## src/rtl/lut5_cfg_loader.sv

```systemverilog
// Serial configuration loader feeding a reconfigurable 5-input LUT.
// A 32-bit truth table is shifted into a shadow register under a
// valid/ready handshake and then committed atomically to the active table.
// O evaluates the active table combinationally from ADR4..ADR0.
module lut5_cfg_loader #(
    parameter logic [31:0] INIT      = 32'h0000_0000,
    parameter bit          MSB_FIRST = 1'b1
) (
    input  logic        CLK,
    input  logic        RST,
    input  logic        START,
    input  logic        ABORT,
    input  logic        CDI,
    input  logic        CDI_VALID,
    output logic        CDI_READY,
    output logic        CDO,
    output logic        BUSY,
    output logic        DONE,
    output logic [31:0] INIT_OUT,
    input  logic        ADR0,
    input  logic        ADR1,
    input  logic        ADR2,
    input  logic        ADR3,
    input  logic        ADR4,
    output logic        O
);

    // Handshake: a serial bit is transferred on every rising edge where
    // CDI_VALID and CDI_READY are both high. CDI_READY is high only in SHIFT
    // and depends on state alone, never on CDI_VALID. The source may hold
    // CDI_VALID low for any number of cycles; an asserted ABORT in SHIFT
    // takes precedence and the bit offered on that edge is dropped.

    typedef enum logic [1:0] {
        IDLE   = 2'd0,
        SHIFT  = 2'd1,
        COMMIT = 2'd2
    } state_t;

    state_t      state_q, state_d;
    logic [4:0]  cnt_q, cnt_d;
    logic [31:0] shadow_q, shadow_d;
    logic [31:0] active_q, active_d;
    logic        done_q, done_d;
    logic        accept;
    logic [4:0]  adr;

    // A bit is accepted only in SHIFT with valid data and no abort pending.
    assign accept = (state_q == SHIFT) && CDI_VALID && !ABORT;
    assign adr    = {ADR4, ADR3, ADR2, ADR1, ADR0};

    // State register.
    always_ff @(posedge CLK) begin
        if (RST) begin
            state_q <= IDLE;
        end else begin
            state_q <= state_d;
        end
    end

    // Next-state logic; the 32nd acceptance always leaves SHIFT.
    always_comb begin
        state_d = state_q;
        case (state_q)
            IDLE: begin
                if (START && !ABORT) begin
                    state_d = SHIFT;
                end
            end
            SHIFT: begin
                if (ABORT) begin
                    state_d = IDLE;
                end else if (CDI_VALID && (cnt_q == 5'd31)) begin
                    state_d = COMMIT;
                end
            end
            COMMIT: begin
                state_d = IDLE;
            end
            default: begin
                state_d = IDLE;
            end
        endcase
    end

    // Datapath registers: counter, shadow, active table and DONE pulse.
    always_ff @(posedge CLK) begin
        if (RST) begin
            cnt_q    <= 5'd0;
            shadow_q <= 32'h0000_0000;
            active_q <= INIT;
            done_q   <= 1'b0;
        end else begin
            cnt_q    <= cnt_d;
            shadow_q <= shadow_d;
            active_q <= active_d;
            done_q   <= done_d;
        end
    end

    // Datapath next values; the active table only moves on the COMMIT exit.
    always_comb begin
        cnt_d    = cnt_q;
        shadow_d = shadow_q;
        active_d = active_q;
        done_d   = 1'b0;
        if ((state_q == IDLE) && START && !ABORT) begin
            cnt_d = 5'd0;
        end
        if (accept) begin
            cnt_d = cnt_q + 5'd1;
            if (MSB_FIRST) begin
                shadow_d = {shadow_q[30:0], CDI};
            end else begin
                shadow_d = {CDI, shadow_q[31:1]};
            end
        end
        if (state_q == COMMIT) begin
            active_d = shadow_q;
            done_d   = 1'b1;
        end
    end

    // Outputs decoded from state and registers.
    always_comb begin
        CDI_READY = (state_q == SHIFT);
        BUSY      = (state_q != IDLE);
        DONE      = done_q;
        INIT_OUT  = active_q;
        O         = active_q[adr];
        CDO       = MSB_FIRST ? shadow_q[31] : shadow_q[0];
    end

endmodule

```

## config.mk

```make
export PLATFORM = sky130hd
export DESIGN_NAME = lut5_cfg_loader
export DESIGN_NICKNAME = d
export VERILOG_FILES = /design/src/rtl/lut5_cfg_loader.sv
export SDC_FILE = /design/constraint.sdc
export NUM_CORES = 1
export LEC_CHECK = 0
export ABC_AREA = 1
export BUFFER_PORTS_ARGS = -buffer_cell sky130_fd_sc_hd__buf_2
export CAP_MARGIN = 20
export CORE_ASPECT_RATIO = 1.75
export CORE_MARGIN = 2
export CORE_UTILIZATION = 62
export CTS_BUF_LIST = sky130_fd_sc_hd__clkbuf_4
export DETAILED_ROUTE_END_ITERATION = 16
export PLACE_DENSITY = 0.88
export SLEW_MARGIN = 15
export SYNTH_ARGS = -nofsm -noshare
export SYNTH_HDL_FRONTEND = slang
export SYNTH_SLANG_ARGS = --single-unit
export TNS_END_PERCENT = 20
```

## constraint.sdc

```tcl
create_clock -name CLK -period 4.2 [get_ports CLK]
set_clock_uncertainty 0.2 [all_clocks]
set_input_delay 0.42 -clock CLK [delete_from_list [all_inputs] [get_ports CLK]]
set_output_delay 0.42 -clock CLK [all_outputs]
set_load 0.005 [all_outputs]
```

Word level (Yosys, flattened, before mapping)
Cells that the tools add are included.
{"block": "word_totals", "reg_bits": 72, "latch_bits": 0, "ramBits": 0, "mem_bits_ro": 0, "in_bits": 11, "word_cells": 32, "memories": 0}
{"block": "op_classes", "n_addsub": 1, "mul": 0, "div_mod_pow": 0, "n_lt_le_gt_ge": 1, "n_eq_ne": 5, "n_shift": 0, "muxes": 9, "n_bitwise": 0, "n_reduce_logical": 11}
{"cell": "5-bit two-way mux", "n": 2}
{"cell": "1-bit logical AND", "n": 6}
{"cell": "5-bit by 6-bit < comparator with 1-bit output, second input constant", "n": 1}
{"cell": "2-bit two-way mux", "n": 3}
{"cell": "5-bit by 1-bit adder with 5-bit output, second input constant", "n": 1}
{"cell": "1-bit binary-select mux with 5-bit select", "n": 1}
{"cell": "5-bit == test, second input constant", "n": 1}
{"cell": "2-bit case mux with 2 select lines", "n": 1}
{"cell": "2-bit nonzero test", "n": 2}
{"cell": "3-bit by 2-bit inequality test with 1-bit output, second input constant", "n": 1}
{"cell": "2-bit by 1-bit == test with 1-bit output, second input constant", "n": 1}
{"cell": "2-bit == test, second input constant", "n": 1}
{"cell": "2-bit zero test", "n": 1}
{"cell": "1-bit two-way mux", "n": 2}
{"cell": "2-bit inequality test, second input constant", "n": 1}
{"cell": "2-bit AND reduction", "n": 1}
{"cell": "1-bit zero test", "n": 1}

Logic depth before layout (Yosys ltp)
{"block": "depth", "word_depth": 5, "depth_mapped": 11, "depth_no_buf": 9}

Worst setup path before layout
No wires, ideal clock.
{"block": "synth_path", "path_type": "input-to-output", "startpoint": "in ADR0", "endpoint": "out O", "t_arrival_ps": 1202, "t_required_ps": 3580, "setup_slack_ps": 2378, "stages": 11, "cell_sequence": "buf_4 -> inv_2 -> buf_4 -> nand2_1 -> nand3_1 -> nand3_1 -> nand2_1 -> nand2_1 -> nand2_1 -> nand2_1 -> nand2_1"}
{"block": "synth_between", "elab_chain_len": 2}
{"item": "start, declared", "line": "20", "source": "input logic ADR0,"}
{"item": "1-bit binary-select mux with 5-bit select", "line": "130", "source": "O = active_q[adr];"}
{"item": "1-bit two-way mux (not written as such)", "line": "130"}
{"item": "end, declared", "line": "25", "source": "output logic O"}
No other way between the ends. The select of a mux whose other input is x is not followed.

Final worst setup path
{"block": "layout_path", "startpoint": "reg state_q[1]", "endpoint": "reg active_q[11], in the netlist INIT_OUT[11]"}
{"block": "layout_between", "elab_chain_len": 1}
{"item": "start, declared", "line": "40", "source": "state_t state_q, state_d;"}
{"item": "start signal, assigned", "line": "57", "source": "state_q <= state_d;"}
{"item": "2-bit == test", "line": "118", "source": "if (state_q == COMMIT) begin"}
{"item": "end signal, assigned", "line": "96", "source": "active_q <= active_d;"}
{"item": "end, declared", "line": "43", "source": "logic [31:0] active_q, active_d;"}
No other way between the ends.
A chain may end at the register's enable or synchronous reset.

==> reports/results.ini <==
[power_and_ir_drop]
powerDensity_nw_per_um2=368
p_switching_w=0.000294
p_int_w=0.000900
clockPowerShare_pct=35.7
power_leakage_nw=1.55
power.share.switching_pct=24.6
peakVddDrop_v=0.000313
sequentialPowerShare_pct=58.5
combinational_share_of_power_pct=5.8

[global_routing]
groute.usage.overall_pct=27.6
globalRouteOverflowTotal=0
grt_antenna_before_repair=0
grt_pass1_vias=2609
grt_pass1_wl_um=11400
grt_start_max_net_pins=46

[synth]
synth_top_area_cells=sky130_fd_sc_hd__dfxtp_1 49%, sky130_fd_sc_hd__nor2_1 17%, sky130_fd_sc_hd__o21ai_0 9.6%, sky130_fd_sc_hd__nand2_1 6.8%, sky130_fd_sc_hd__nand3_1 4.3%
synth.distinct_cells=23
synth_cells=405
avgSynthCellArea_um2=7.20
post-synth-top-area-fraction_pct=49.5
synthesis.area_um2=2910
ys_seq_area_share_pct=49.5
yosysWarningCount=0
post_synthesis_register_bit_count=72
synth_top_area_cell=sky130_fd_sc_hd__dfxtp_1
synth_fp_nets=418

[floorplan]
fp.dieArea_um2=5290
io_pins=48
floorplan.initialDensity_pct=63.0
chipWidth_um=55.8
die-height_um=94.7
core_um2=4620
core.rowCount=33

[sta]
grt_setup_unrepaired=false
setup_viol=0
layout_setup_ws_ns=1.83
fmax_mhz=422
post-route-min-period_ns=2.37
maxSlewHeadroom_pct=27.6
final_min_period_over_clock_period_pct=56.5
timing_worst_slew_pin_value_ns=1.09
slew_viol_final=0
hold_viol=0
setup_total_negative_slack_ns=0

[finish]
final_common_cell=sky130_fd_sc_hd__nor2_1
post_route_cells_drive_above_1_share_pct=15.9
diodes=0
final_cell_mix=130 x sky130_fd_sc_hd__nor2_1, 72 x sky130_fd_sc_hd__dfxtp_1, 56 x sky130_fd_sc_hd__o21ai_0
syn2layout_area_growth_pct=11.4
num-nets-final=455

[placed_design]
dp_hpwl_um=4400
numPortBuffers=47
detailedPlace.worstSlack_ns=1.87
globalplace.congestion=0.866

[clock_tree]
ctsHoldBuffers=0
numCtsBuffers=9
cts_buffer_depth=2
cts_htree_levels=3
postCtsSetupRepairBufs=0
cts_tree=done
cts.clk_slew.worst_paths_ns=0.11
ctsResizeCount=0
cts.root.buffer_cell=sky130_fd_sc_hd__clkbuf_4
clock_insertion_delay_worst_skew_ns=0.42
cts.sinks=72

[setup_path]
worst_r2r_startpoint=state_q[1]
crit_path_start_kind=register
cp_data_arrival_time_ns=2.48
path_class=register to register
path_max_fanout=33
crit_start=state_q[1]
setup.worst_path.end_class=register
cp.required_ns=4.31

[detailed_routing]
routed_len_inst_um=13.8
postRouteWirelength_um=6870
route.antenna.remaining_nets=0
drc_errors=0
drt_pre_antenna_iters=6
post_drt_via_cell_ratio=5.57
first_iter_violations=145
detailroute.via_count=2778

[run]
drv_cap=0

[min_path]
worst_hold_startpoint=CDI
worst_min_delay_path_category=input port to register

[status]
run_status=finished clean

-- flip-flops by register name (all words and copies together), names as in the netlist --
name / count
shadow_q: 32
INIT_OUT: 32
state_q: 2
cnt_q: 5
DONE: 1
-- kinds of logic (layout without fill, tap and decap cells) --
| family | Yosys count | count (layout) | share of synthesized area (%) |
|---|---|---|---|
| AO/OA/AOI/OAI | 76 | 76 | 13.1 |
| adder cells (fa/ha/maj) | 2 | 2 | 0.859 |
| buffers and inverters | 41 | 83 | 6.83 |
| flip-flops | 72 | 72 | 49.5 |
| AND/OR/NAND/NOR | 214 | 214 | 29.8 |
-- synth_stat cells --
library cell,number
sky130_fd_sc_hd__nor3_4,1
sky130_fd_sc_hd__nor4_1,1
sky130_fd_sc_hd__inv_2,3
sky130_fd_sc_hd__nor3_1,1
sky130_fd_sc_hd__ha_1,2
sky130_fd_sc_hd__nand2_1,53
sky130_fd_sc_hd__inv_6,1
sky130_fd_sc_hd__o21ai_0,56
sky130_fd_sc_hd__inv_1,14
sky130_fd_sc_hd__o21ai_1,13
sky130_fd_sc_hd__a21oi_1,7
sky130_fd_sc_hd__nand2_4,1
sky130_fd_sc_hd__clkbuf_2,3
sky130_fd_sc_hd__clkbuf_1,9
sky130_fd_sc_hd__buf_1,1
sky130_fd_sc_hd__nand4_1,1
sky130_fd_sc_hd__nor2_1,130
sky130_fd_sc_hd__nor2_4,1
sky130_fd_sc_hd__nand3_1,25
sky130_fd_sc_hd__dfxtp_1,72
sky130_fd_sc_hd__buf_4,2
sky130_fd_sc_hd__buf_6,3
sky130_fd_sc_hd__buf_2,5
-- power groups by stage --
stage	Combinational, W	Clock, W	Sequential [W]
finish	0.0000687	0.000427	0.000699
global route	0.0000773	0.000458	0.000700
CTS	0.0000662	0.000428	0.000699
detailed placement	0.0000653	0	0.000714
global placement	0.0000642	0	0.000714
floorplan	0.0000491	0	0.000712
-- layout make-up --
type | count | area (um2)
clock buffer | 10 | 75.1
clock inverter | 6 | 60.1
fill | 379 | 1380
inverter | 18 | 72.6
multi-input combinational | 292 | 1270
sequential | 72 | 1440
tap | 52 | 65.1
timing repair buffer | 49 | 258
-- per-layer routing --
layer	vias to the layer above	global-route usage (%)	part of all wire [%]
met3	20	5.89	5.4
li1	1367	-	-
met5	-	0	0
met2	99	44.6	51
met4	0	20.4	4.0
met1	1292	32.0	40
-- final timing paths --
kind                       end  slack, ns  depth (start not counted)
hold / removal     shadow_q[0]       0.04                          3
hold reg to reg       cnt_q[3]       0.27                          2
setup / recovery  INIT_OUT[11]       1.83                          5
setup reg to reg  INIT_OUT[11]       1.83                          5
-- per-stage QoR --
stage	area [um2]	total power, W	cells	hold slack, ns	utilization [%]
floorplan	2910	0.000761	405	0.237	-
global placement	3100	0.000778	482	0.253	66.9
detailed placement	3100	0.000779	482	0.257	66.9
CTS	3230	0.00119	498	0.0304	69.9
global route	3250	0.00124	499	0.0440	70.2
finish	3250	0.00119	499	0.0434	70.2
-- critical path, stage by stage, from the launching register on --
cell and delay (ns):
sky130_fd_sc_hd__dfxtp_1 0.43, sky130_fd_sc_hd__inv_2 0.08, sky130_fd_sc_hd__nor2_4 0.52, sky130_fd_sc_hd__inv_1 0.68, sky130_fd_sc_hd__nor2_1 0.28, sky130_fd_sc_hd__nor2_1 0.07
Note: power is estimated with default switching activity, not from simulation.
